==> src/rtl/vend_controller.sv <==
// Vending control FSM for the gruel machine.
// Accumulates coin credit in shillings, dispenses one gruel when the credit
// reaches PRICE, then pays change (or a refund) one coin at a time.
// All outputs come straight from registers so they can drive the LED stage.
// Optional feature: define VEND_AUTO_CANCEL_EN to refund the credit
// automatically after TIMEOUT_CYCLES coin-free cycles in COLLECT.
module vend_controller #(
  parameter int PRICE          = 3,
  parameter int CREDIT_W       = 4,
  parameter int HOLD_CYCLES    = 4,
  parameter int TIMEOUT_CYCLES = 64
) (
  input  logic                clk,
  input  logic                reset,
  input  logic                coin_shilling,
  input  logic                coin_florin,
  input  logic                coin_crown,
  input  logic                cancel,
  output logic [3:0]          state,
  output logic                gruel,
  output logic [2:0]          change,
  output logic [CREDIT_W-1:0] credit,
  output logic                coin_reject
);

  typedef enum logic [3:0] {
    IDLE     = 4'd0,
    COLLECT  = 4'd1,
    DISPENSE = 4'd2,
    CHANGE   = 4'd3,
    REFUND   = 4'd4
  } state_e;

  // The coin sum needs at least 4 bits (up to 8 shillings in one cycle) even
  // when the credit register itself is narrower.
  localparam int SUM_W  = (CREDIT_W + 1 > 4) ? CREDIT_W + 1 : 4;
  localparam int HOLD_W = (HOLD_CYCLES > 1) ? $clog2(HOLD_CYCLES + 1) : 1;

  localparam logic [SUM_W-1:0]  PRICE_S      = SUM_W'(PRICE);
  localparam logic [SUM_W-1:0]  MAX_CREDIT_S = SUM_W'((1 << CREDIT_W) - 1);
  localparam logic [HOLD_W-1:0] HOLD_LAST    = HOLD_W'(HOLD_CYCLES - 1);

  // Reject impossible configurations at elaboration time.
  if (PRICE < 1 || PRICE > (1 << CREDIT_W) - 1) begin : g_bad_price
    $error("vend_controller: PRICE must be within 1..2**CREDIT_W-1");
  end
  if (HOLD_CYCLES < 1) begin : g_bad_hold
    $error("vend_controller: HOLD_CYCLES must be at least 1");
  end
  if (TIMEOUT_CYCLES < 1) begin : g_bad_timeout
    $error("vend_controller: TIMEOUT_CYCLES must be at least 1");
  end

  state_e              state_q, state_d;
  logic [CREDIT_W-1:0] credit_q, credit_d;
  logic [HOLD_W-1:0]   hold_q, hold_d;
  logic                gap_q, gap_d;
  logic                gruel_q, gruel_d;
  logic [2:0]          change_q, change_d;
  logic                reject_q, reject_d;

`ifdef VEND_AUTO_CANCEL_EN
  localparam int TO_W = (TIMEOUT_CYCLES > 1) ? $clog2(TIMEOUT_CYCLES + 1) : 1;
  localparam logic [TO_W-1:0] TO_LAST = TO_W'(TIMEOUT_CYCLES - 1);

  logic [TO_W-1:0] timeout_q, timeout_d;
`endif

  logic [3:0]       coin_value;
  logic             coin_any;
  logic [SUM_W-1:0] sum_raw;
  logic             overflow;
  logic [SUM_W-1:0] sum_acc;
  logic             accepted;

  // Largest coin that still fits into the remaining credit.
  function automatic logic [2:0] pick_coin(input logic [CREDIT_W-1:0] c);
    if (int'(c) >= 4) begin
      return 3'b100;
    end else if (int'(c) >= 2) begin
      return 3'b010;
    end else begin
      return 3'b001;
    end
  endfunction

  // Shilling value of a one-hot change code.
  function automatic logic [SUM_W-1:0] coin_amount(input logic [2:0] code);
    case (code)
      3'b100:  return SUM_W'(4);
      3'b010:  return SUM_W'(2);
      default: return SUM_W'(1);
    endcase
  endfunction

  // Coin arithmetic shared by IDLE and COLLECT.
  always_comb begin
    coin_value = (coin_shilling ? 4'd1 : 4'd0)
               + (coin_florin   ? 4'd2 : 4'd0)
               + (coin_crown    ? 4'd5 : 4'd0);
    coin_any   = coin_shilling | coin_florin | coin_crown;
    sum_raw    = SUM_W'(credit_q) + SUM_W'(coin_value);
    overflow   = sum_raw > MAX_CREDIT_S;
    // An overflowing cycle rejects every coin, so the credit stays as it was.
    sum_acc    = overflow ? SUM_W'(credit_q) : sum_raw;
    accepted   = coin_any & ~overflow;
  end

  // Next-state and next-output logic.
  // NOTE: every variable gets a default before the case so no path leaves it
  // unassigned; otherwise synthesis would infer a latch.
  always_comb begin
    state_d  = state_q;
    credit_d = credit_q;
    hold_d   = hold_q;
    gap_d    = gap_q;
    gruel_d  = 1'b0;
    change_d = change_q;
    reject_d = 1'b0;
`ifdef VEND_AUTO_CANCEL_EN
    timeout_d = '0;
`endif

    case (state_q)
      IDLE, COLLECT: begin
        reject_d = overflow;
        hold_d   = '0;
        gap_d    = 1'b0;
        change_d = 3'b000;
        if (sum_acc >= PRICE_S) begin
          // Dispense wins over a simultaneous cancel.
          state_d  = DISPENSE;
          credit_d = CREDIT_W'(sum_acc - PRICE_S);
          gruel_d  = 1'b1;
        end else if (cancel && sum_acc != '0) begin
          // Coins of this cycle are added before the refund starts.
          state_d  = REFUND;
          credit_d = CREDIT_W'(sum_acc);
          change_d = pick_coin(CREDIT_W'(sum_acc));
        end else if (accepted) begin
          state_d  = COLLECT;
          credit_d = CREDIT_W'(sum_acc);
        end else begin
`ifdef VEND_AUTO_CANCEL_EN
          if (state_q == COLLECT) begin
            if (timeout_q == TO_LAST) begin
              state_d  = REFUND;
              change_d = pick_coin(credit_q);
            end else begin
              timeout_d = timeout_q + TO_W'(1);
            end
          end
`endif
        end
      end

      DISPENSE: begin
        reject_d = coin_any;
        change_d = 3'b000;
        if (hold_q == HOLD_LAST) begin
          hold_d = '0;
          gap_d  = 1'b0;
          if (credit_q != '0) begin
            state_d  = CHANGE;
            change_d = pick_coin(credit_q);
          end else begin
            state_d = IDLE;
          end
        end else begin
          hold_d  = hold_q + HOLD_W'(1);
          gruel_d = 1'b1;
        end
      end

      CHANGE, REFUND: begin
        reject_d = coin_any;
        if (gap_q) begin
          // Gap cycle: change is low; either finish or start the next coin.
          gap_d  = 1'b0;
          hold_d = '0;
          if (credit_q == '0) begin
            state_d = IDLE;
          end else begin
            change_d = pick_coin(credit_q);
          end
        end else if (hold_q == HOLD_LAST) begin
          credit_d = CREDIT_W'(SUM_W'(credit_q) - coin_amount(change_q));
          change_d = 3'b000;
          gap_d    = 1'b1;
          hold_d   = '0;
        end else begin
          hold_d = hold_q + HOLD_W'(1);
        end
      end

      default: begin
        // Unused codes recover to a clean IDLE.
        state_d  = IDLE;
        credit_d = '0;
        hold_d   = '0;
        gap_d    = 1'b0;
        change_d = 3'b000;
      end
    endcase
  end

  // State and output registers with synchronous reset.
  // NOTE: sequential state uses non-blocking assignments so every register
  // samples the pre-edge values, independent of statement order.
  always_ff @(posedge clk) begin
    if (reset) begin
      state_q  <= IDLE;
      credit_q <= '0;
      hold_q   <= '0;
      gap_q    <= 1'b0;
      gruel_q  <= 1'b0;
      change_q <= 3'b000;
      reject_q <= 1'b0;
    end else begin
      state_q  <= state_d;
      credit_q <= credit_d;
      hold_q   <= hold_d;
      gap_q    <= gap_d;
      gruel_q  <= gruel_d;
      change_q <= change_d;
      reject_q <= reject_d;
    end
  end

`ifdef VEND_AUTO_CANCEL_EN
  // Counts consecutive coin-free cycles spent in COLLECT.
  always_ff @(posedge clk) begin
    if (reset) begin
      timeout_q <= '0;
    end else begin
      timeout_q <= timeout_d;
    end
  end
`endif

  assign state       = state_q;
  assign gruel       = gruel_q;
  assign change      = change_q;
  assign credit      = credit_q;
  assign coin_reject = reject_q;

endmodule
==> config.mk <==
export PLATFORM = sky130hd
export DESIGN_NAME = vend_controller
export DESIGN_NICKNAME = d
export VERILOG_FILES = /design/src/rtl/vend_controller.sv
export SDC_FILE = /design/constraint.sdc
export NUM_CORES = 1
export LEC_CHECK = 0
export CORE_ASPECT_RATIO = 0.8
export CORE_MARGIN = 2
export CORE_UTILIZATION = 36
export CTS_CLUSTER_SIZE = 12
export DETAILED_ROUTE_END_ITERATION = 7
export PLACE_DENSITY = 0.68
export SLEW_MARGIN = 20
export SYNTH_ARGS = -nofsm -noshare
export SYNTH_HDL_FRONTEND = slang
export SYNTH_SLANG_ARGS = --single-unit
==> constraint.sdc <==
create_clock -name clk -period 5.2 [get_ports clk]
set_clock_uncertainty 0.2 [all_clocks]
set_input_delay 0.52 -clock clk [delete_from_list [all_inputs] [get_ports clk]]
set_output_delay 0.52 -clock clk [all_outputs]
set_load 0.05 [all_outputs]
# [Word level (Yosys, flattened, before mapping)]
# Cells that the tools add are included.
[classes] addsub=6 magnitude_cmp=6 n_eq_ne=15 muxes=45 bitwise_logic=5 reduce_logical=11
[op_table] op="2-to-1 mux 4 bit" n=14
[op_table] op="2-to-1 mux 3 bit" n=12
[op_table] op="one-hot mux 4 bit (3 select lines)" n=2
[op_table] op="one-hot mux 3 bit (2 select lines)" n=2
[op_table] op="inequality test 2 bit, second input constant" n=5
[op_table] op="one-hot mux 3 bit (3 select lines)" n=1
[op_table] op="equality test 4 x 2 -> 1 bit, second input constant" n=2
[op_table] op="greater-or-equal comparator 4 x 2 -> 1 bit, second input constant" n=2
[op_table] op="greater-or-equal comparator 4 x 3 -> 1 bit, second input constant" n=2
[op_table] op="logical NOT 4 bit" n=2
[op_table] op="2-to-1 mux 2 bit" n=4
[op_table] op="AND reduction 4 bit" n=2
[op_table] op="equality test 3 x 2 -> 1 bit, second input constant" n=2
[op_table] op="2-to-1 mux 1 bit" n=6
[op_table] op="inequality test 3 bit, second input constant" n=2
[op_table] op="one-hot mux 1 bit (2 select lines)" n=3
[op_table] op="adder 4 x 4 -> 5 bit" n=1
[op_table] op="greater-or-equal comparator 5 x 2 -> 1 bit, second input constant" n=1
[op_table] op="greater-than comparator 5 x 4 -> 1 bit, second input constant" n=1
[op_table] op="2-to-1 mux 5 bit" n=1
[op_table] op="nonzero test 5 bit" n=1
[op_table] op="adder 3 x 3 -> 4 bit" n=1
[op_table] op="equality test 4 x 1 -> 1 bit, second input constant" n=1
[op_table] op="equality test 4 x 3 -> 1 bit, second input constant" n=1
[op_table] op="14 further kinds" n=17
[totals] reg_bits=17 output_inout_bits=13

# [Longest topological paths before layout]
[logic_depth] word_depth=12 ltp_mapped=15 depth_no_buf=14

# [Worst setup path before layout]
# Ideal clock, no wire load.
[synth_timing] path_kind="register to register" startpoint="register credit_q[0] (netlist: credit[0])" endpoint="register credit_q[1] (netlist: credit[1])" setup_ns=0.091 t_arrival_ns=3.858 required_time_ns=4.909 setup_slack_ns=1.051 path_stages_with_launch=16 n_path_buf=1 period_less_slack_ns=4.149 path_cell_list="dfxtp_1 inv_1 fa_1 fa_1 nor2b_1 o21ai_4 mux2_2 inv_1 ha_1 nor3_2 or2b_1 a21oi_1 or4b_1 buf_2 and2_4 a311oi_1"
[synth_between] elab_chain_cells=8
[synth_rtl] element="from (decl)" line_no="55" rtl="logic [CREDIT_W-1:0] credit_q, credit_d;"
[synth_rtl] element="from (signal assigned)" line_no="221" rtl="credit_q <= credit_d;"
[synth_rtl] element="parallel branches: the longest is 8 deep, another holds adder 4 x 4 -> 5 bit"
# Parallel ways; which one is timed is not known. The select of a mux whose other input is x is not followed.
# A chain may end at the register's enable or synchronous reset.

# [Worst setup path in the final report]
[layout_timing] startpoint="input coin_crown" endpoint="register credit_q[0] (netlist: credit[0])"
[layout_between] elab_chain_cells=10
[layout_rtl] element="from (decl)" line_no="17" rtl="input logic coin_crown,"
[layout_rtl] element="parallel branches: the longest is 10 deep, another holds adder 4 x 4 -> 5 bit"
# Parallel ways; which one is timed is not known. The select of a mux whose other input is x is not followed.

==> impl_metrics.yaml <==
outcome:
  status: "finished, final reports clean"
logic_synthesis:
  syn-cell-area_um2: 1300
  ys.flop_type: "dfxtp_1"
  syn_nets: 182
  async_reset_ff_frac: 0
  ys_ff_latch: 16
  synthSimpleGateAreaFrac: 0.291
  avgSynthCellArea_um2: 7.88
  synth_top_family_by_area: "simple AND/OR/NAND/NOR gates"
  ys_seq_area_frac: 0.246
  synth_edf_count: 0
  synth_mux_area_frac: 0.0318
  synth_xor_area_frac: 0.00674
  synth_cell_types: 51
  synthCells: 165
  yosysWarnings: 0
  synth_compound_area_frac: 0.236
  synthAdderAreaFrac: 0.123
setup_path:
  crit_path_max_incr_delay_ps: 590
  r2r_end: "credit[0]"
  rr_worst_depth: 14
  cp-endpoint: "credit[0]"
  r2r-start: "credit[0]"
  slowest_stage: "or4b_1"
  cp_cell_sequence: "clkdlybuf4s50_1, inv_1, fa_1, fa_1, nor2b_1, o21ai_4, mux2_2, inv_1, ha_1, nor3_2, or2b_1, a21oi_1, or4b_1, and2_4, a311oi_1"
  cp.arrival_ps: 4430
  critPathTopFamily: "simple AND/OR/NAND/NOR gates"
  startpoint: "coin_crown"
  required_ps: 5150
  setup.worst_path.class: "primary input to register"
  path_buf_inv: 3
  start_kind: "primary input"
  cp_max_fo: 8
  cp.depth: 15
  endpoint_kind: "register"
  reg2reg_setup_slack_ps: 950
floorplanning:
  ios: 19
  die_w_um: 71.2
  coreArea_um2: 3450
  row_count: 19
  initial_core_util: 0.377
  die_height_um: 57.8
  die_area_um2: 4110
hold_path:
  worstHoldPathType: "register to register"
routing:
  post-route-drc-count: 0
  dr_total_vias: 1181
  drtIter0Drc: 102
  routed_wl_mm: 2.97
  final_antenna_net_count: 0
  routed_via_density: 5.37
  first_pass_iters: 4
  wl_per_cell_um: 13.5
final_layout:
  layout_commonest_cell: "clkdlybuf4s50_1"
  area_growth_pct: 17.2
  mostFrequentLayoutCells: "clkdlybuf4s50_1, nor2_1, dfxtp_1"
  seq_area_um2: 320
  finalNetCount: 197
  drive_gt1_frac: 0.0562
  fillers: 343
  multiInputGateArea_um2: 898
  antenna_cells: 0
power_and_ir_drop:
  powerDensity_nw_per_um2: 579
  leakage_nw: 0.596
  power_w: 0.000883
  peakVddDrop_uv: 233
clock_network:
  clock-sinks: 16
  clock_latency_ps: 260
  clockBufferDepth: 2
  path_clk_slew_ps: 60
  numCtsBuffers: 3
  htree_levels: 1
  post_cts_resize_count: 0
  cts_root_buf: "clkbuf_8"
  ctsHoldBuffers: 0
  cts_setup_buffers: 0
  cts_tree: "done"
sta:
  min_period_ps: 4480
  finalHoldViolations: 0
  final.period_utilization: 0.862
  fmax_ghz: 0.223
  setup_tns_ps: 0
  worst_slew_pin_slew_ps: 685
  slew_viol_final: 0
  setup-violations-final: 0
  rsz0062_at_grt: "false"
  slew_headroom: 0.530
global_route:
  grt_max_degree: 17
  antenna_found_initial: 0
  grt_util_all_layers: 0.152
  overflow: 0
  grt_pass1_vias: 1024
  grt_pass1_wl_mm: 4.95
placed_design:
  dp_hpwl_mm: 2.30
  gp_congestion: 0.775
  io_buffers: 17
run:
  drv_cap: 0
==> cells in the mapped netlist (all sizes together), types with 3 or more instances <==
library cell / instances / area, um2
fa: 3 / 60.1
nand2: 13 / 48.8
clkbuf: 3 / 11.3
nor3: 4 / 25.0
buf: 4 / 28.8
nor2: 16 / 60.1
nand2b: 7 / 43.8
dfxtp: 16 / 320
a211oi: 3 / 22.5
o21a: 3 / 22.5
nor2b: 6 / 37.5
mux2i: 3 / 30.0
o21ai: 9 / 56.3
a311oi: 3 / 26.3
inv: 11 / 41.3
ha: 8 / 100
nor4: 4 / 25.0
a21oi: 13 / 65.1
==> worst min-delay path by stage <==
stage	slack (ps)	start	cells past startpoint	end
floorplan	200	hold_q[0]	1	hold_q[0]
global placement	210	hold_q[0]	1	hold_q[0]
detailed placement	210	hold_q[0]	1	hold_q[0]
CTS	220	hold_q[0]	1	hold_q[0]
global route	260	hold_q[0]	1	hold_q[0]
finish	220	hold_q[0]	1	hold_q[0]
==> layout make-up <==
class / instances / share of cell area
Multi-Input combinational cell: 131 / 0.589
Sequential cell: 16 / 0.210
Timing Repair Buffer: 17 / 0.112
Inverter: 11 / 0.0271
Tap cell: 42 / 0.0345
Clock buffer: 3 / 0.0271
==> routing by layer <==
metal | GRT usage | vias to the layer above | routed length [um]
met5 | 0 | - | 0
met4 | 0.0404 | 0 | 36
met3 | 0.0330 | 5 | 154
met2 | 0.216 | 33 | 1180
met1 | 0.230 | 522 | 1600
li1 | - | 621 | -
==> per-stage QoR <==
| stage | hold WS (ps) | worst slack (ps) | instance area, um2 | utilization | std cells |
|---|---|---|---|---|---|
| global route | 264 | 441 | 1520 | 0.442 | 220 |
| CTS | 219 | 705 | 1520 | 0.442 | 220 |
| floorplan | 196 | 1050 | 1300 | - | 165 |
| finish | 219 | 717 | 1520 | 0.442 | 220 |
| global placement | 212 | 561 | 1480 | 0.430 | 217 |
| detailed placement | 210 | 444 | 1480 | 0.430 | 217 |
==> logic make-up after synthesis <==
| group | after synthesis |
|---|---|
| DFF | 16 |
| and+or+nand+nor | 69 |
| xor gates and xnor gates | 1 |
| other | 1 |
| adders and majority gates | 11 |
| buffers and inverters | 18 |
| muxes | 4 |
| AOI/OAI and AO/OA | 45 |
==> sequential cells by signal, summed over array words and instances, names as in the netlist <==
signal / count
hold_q: 3
gap_q: 1
state: 3
coin_reject: 1
credit: 4
change: 3
gruel: 1
==> power breakdown <==
part,leakage [nW],switching [W],internal [W],total [W]
logic,0.444,0.000350,0.000235,0.000584
clock network,0.0216,0.0000432,0.0000515,0.0000947
registers,0.131,0.0000495,0.000155,0.000204
total,0.596,0.000442,0.000441,0.000883
(Power assumes the default switching activity.)
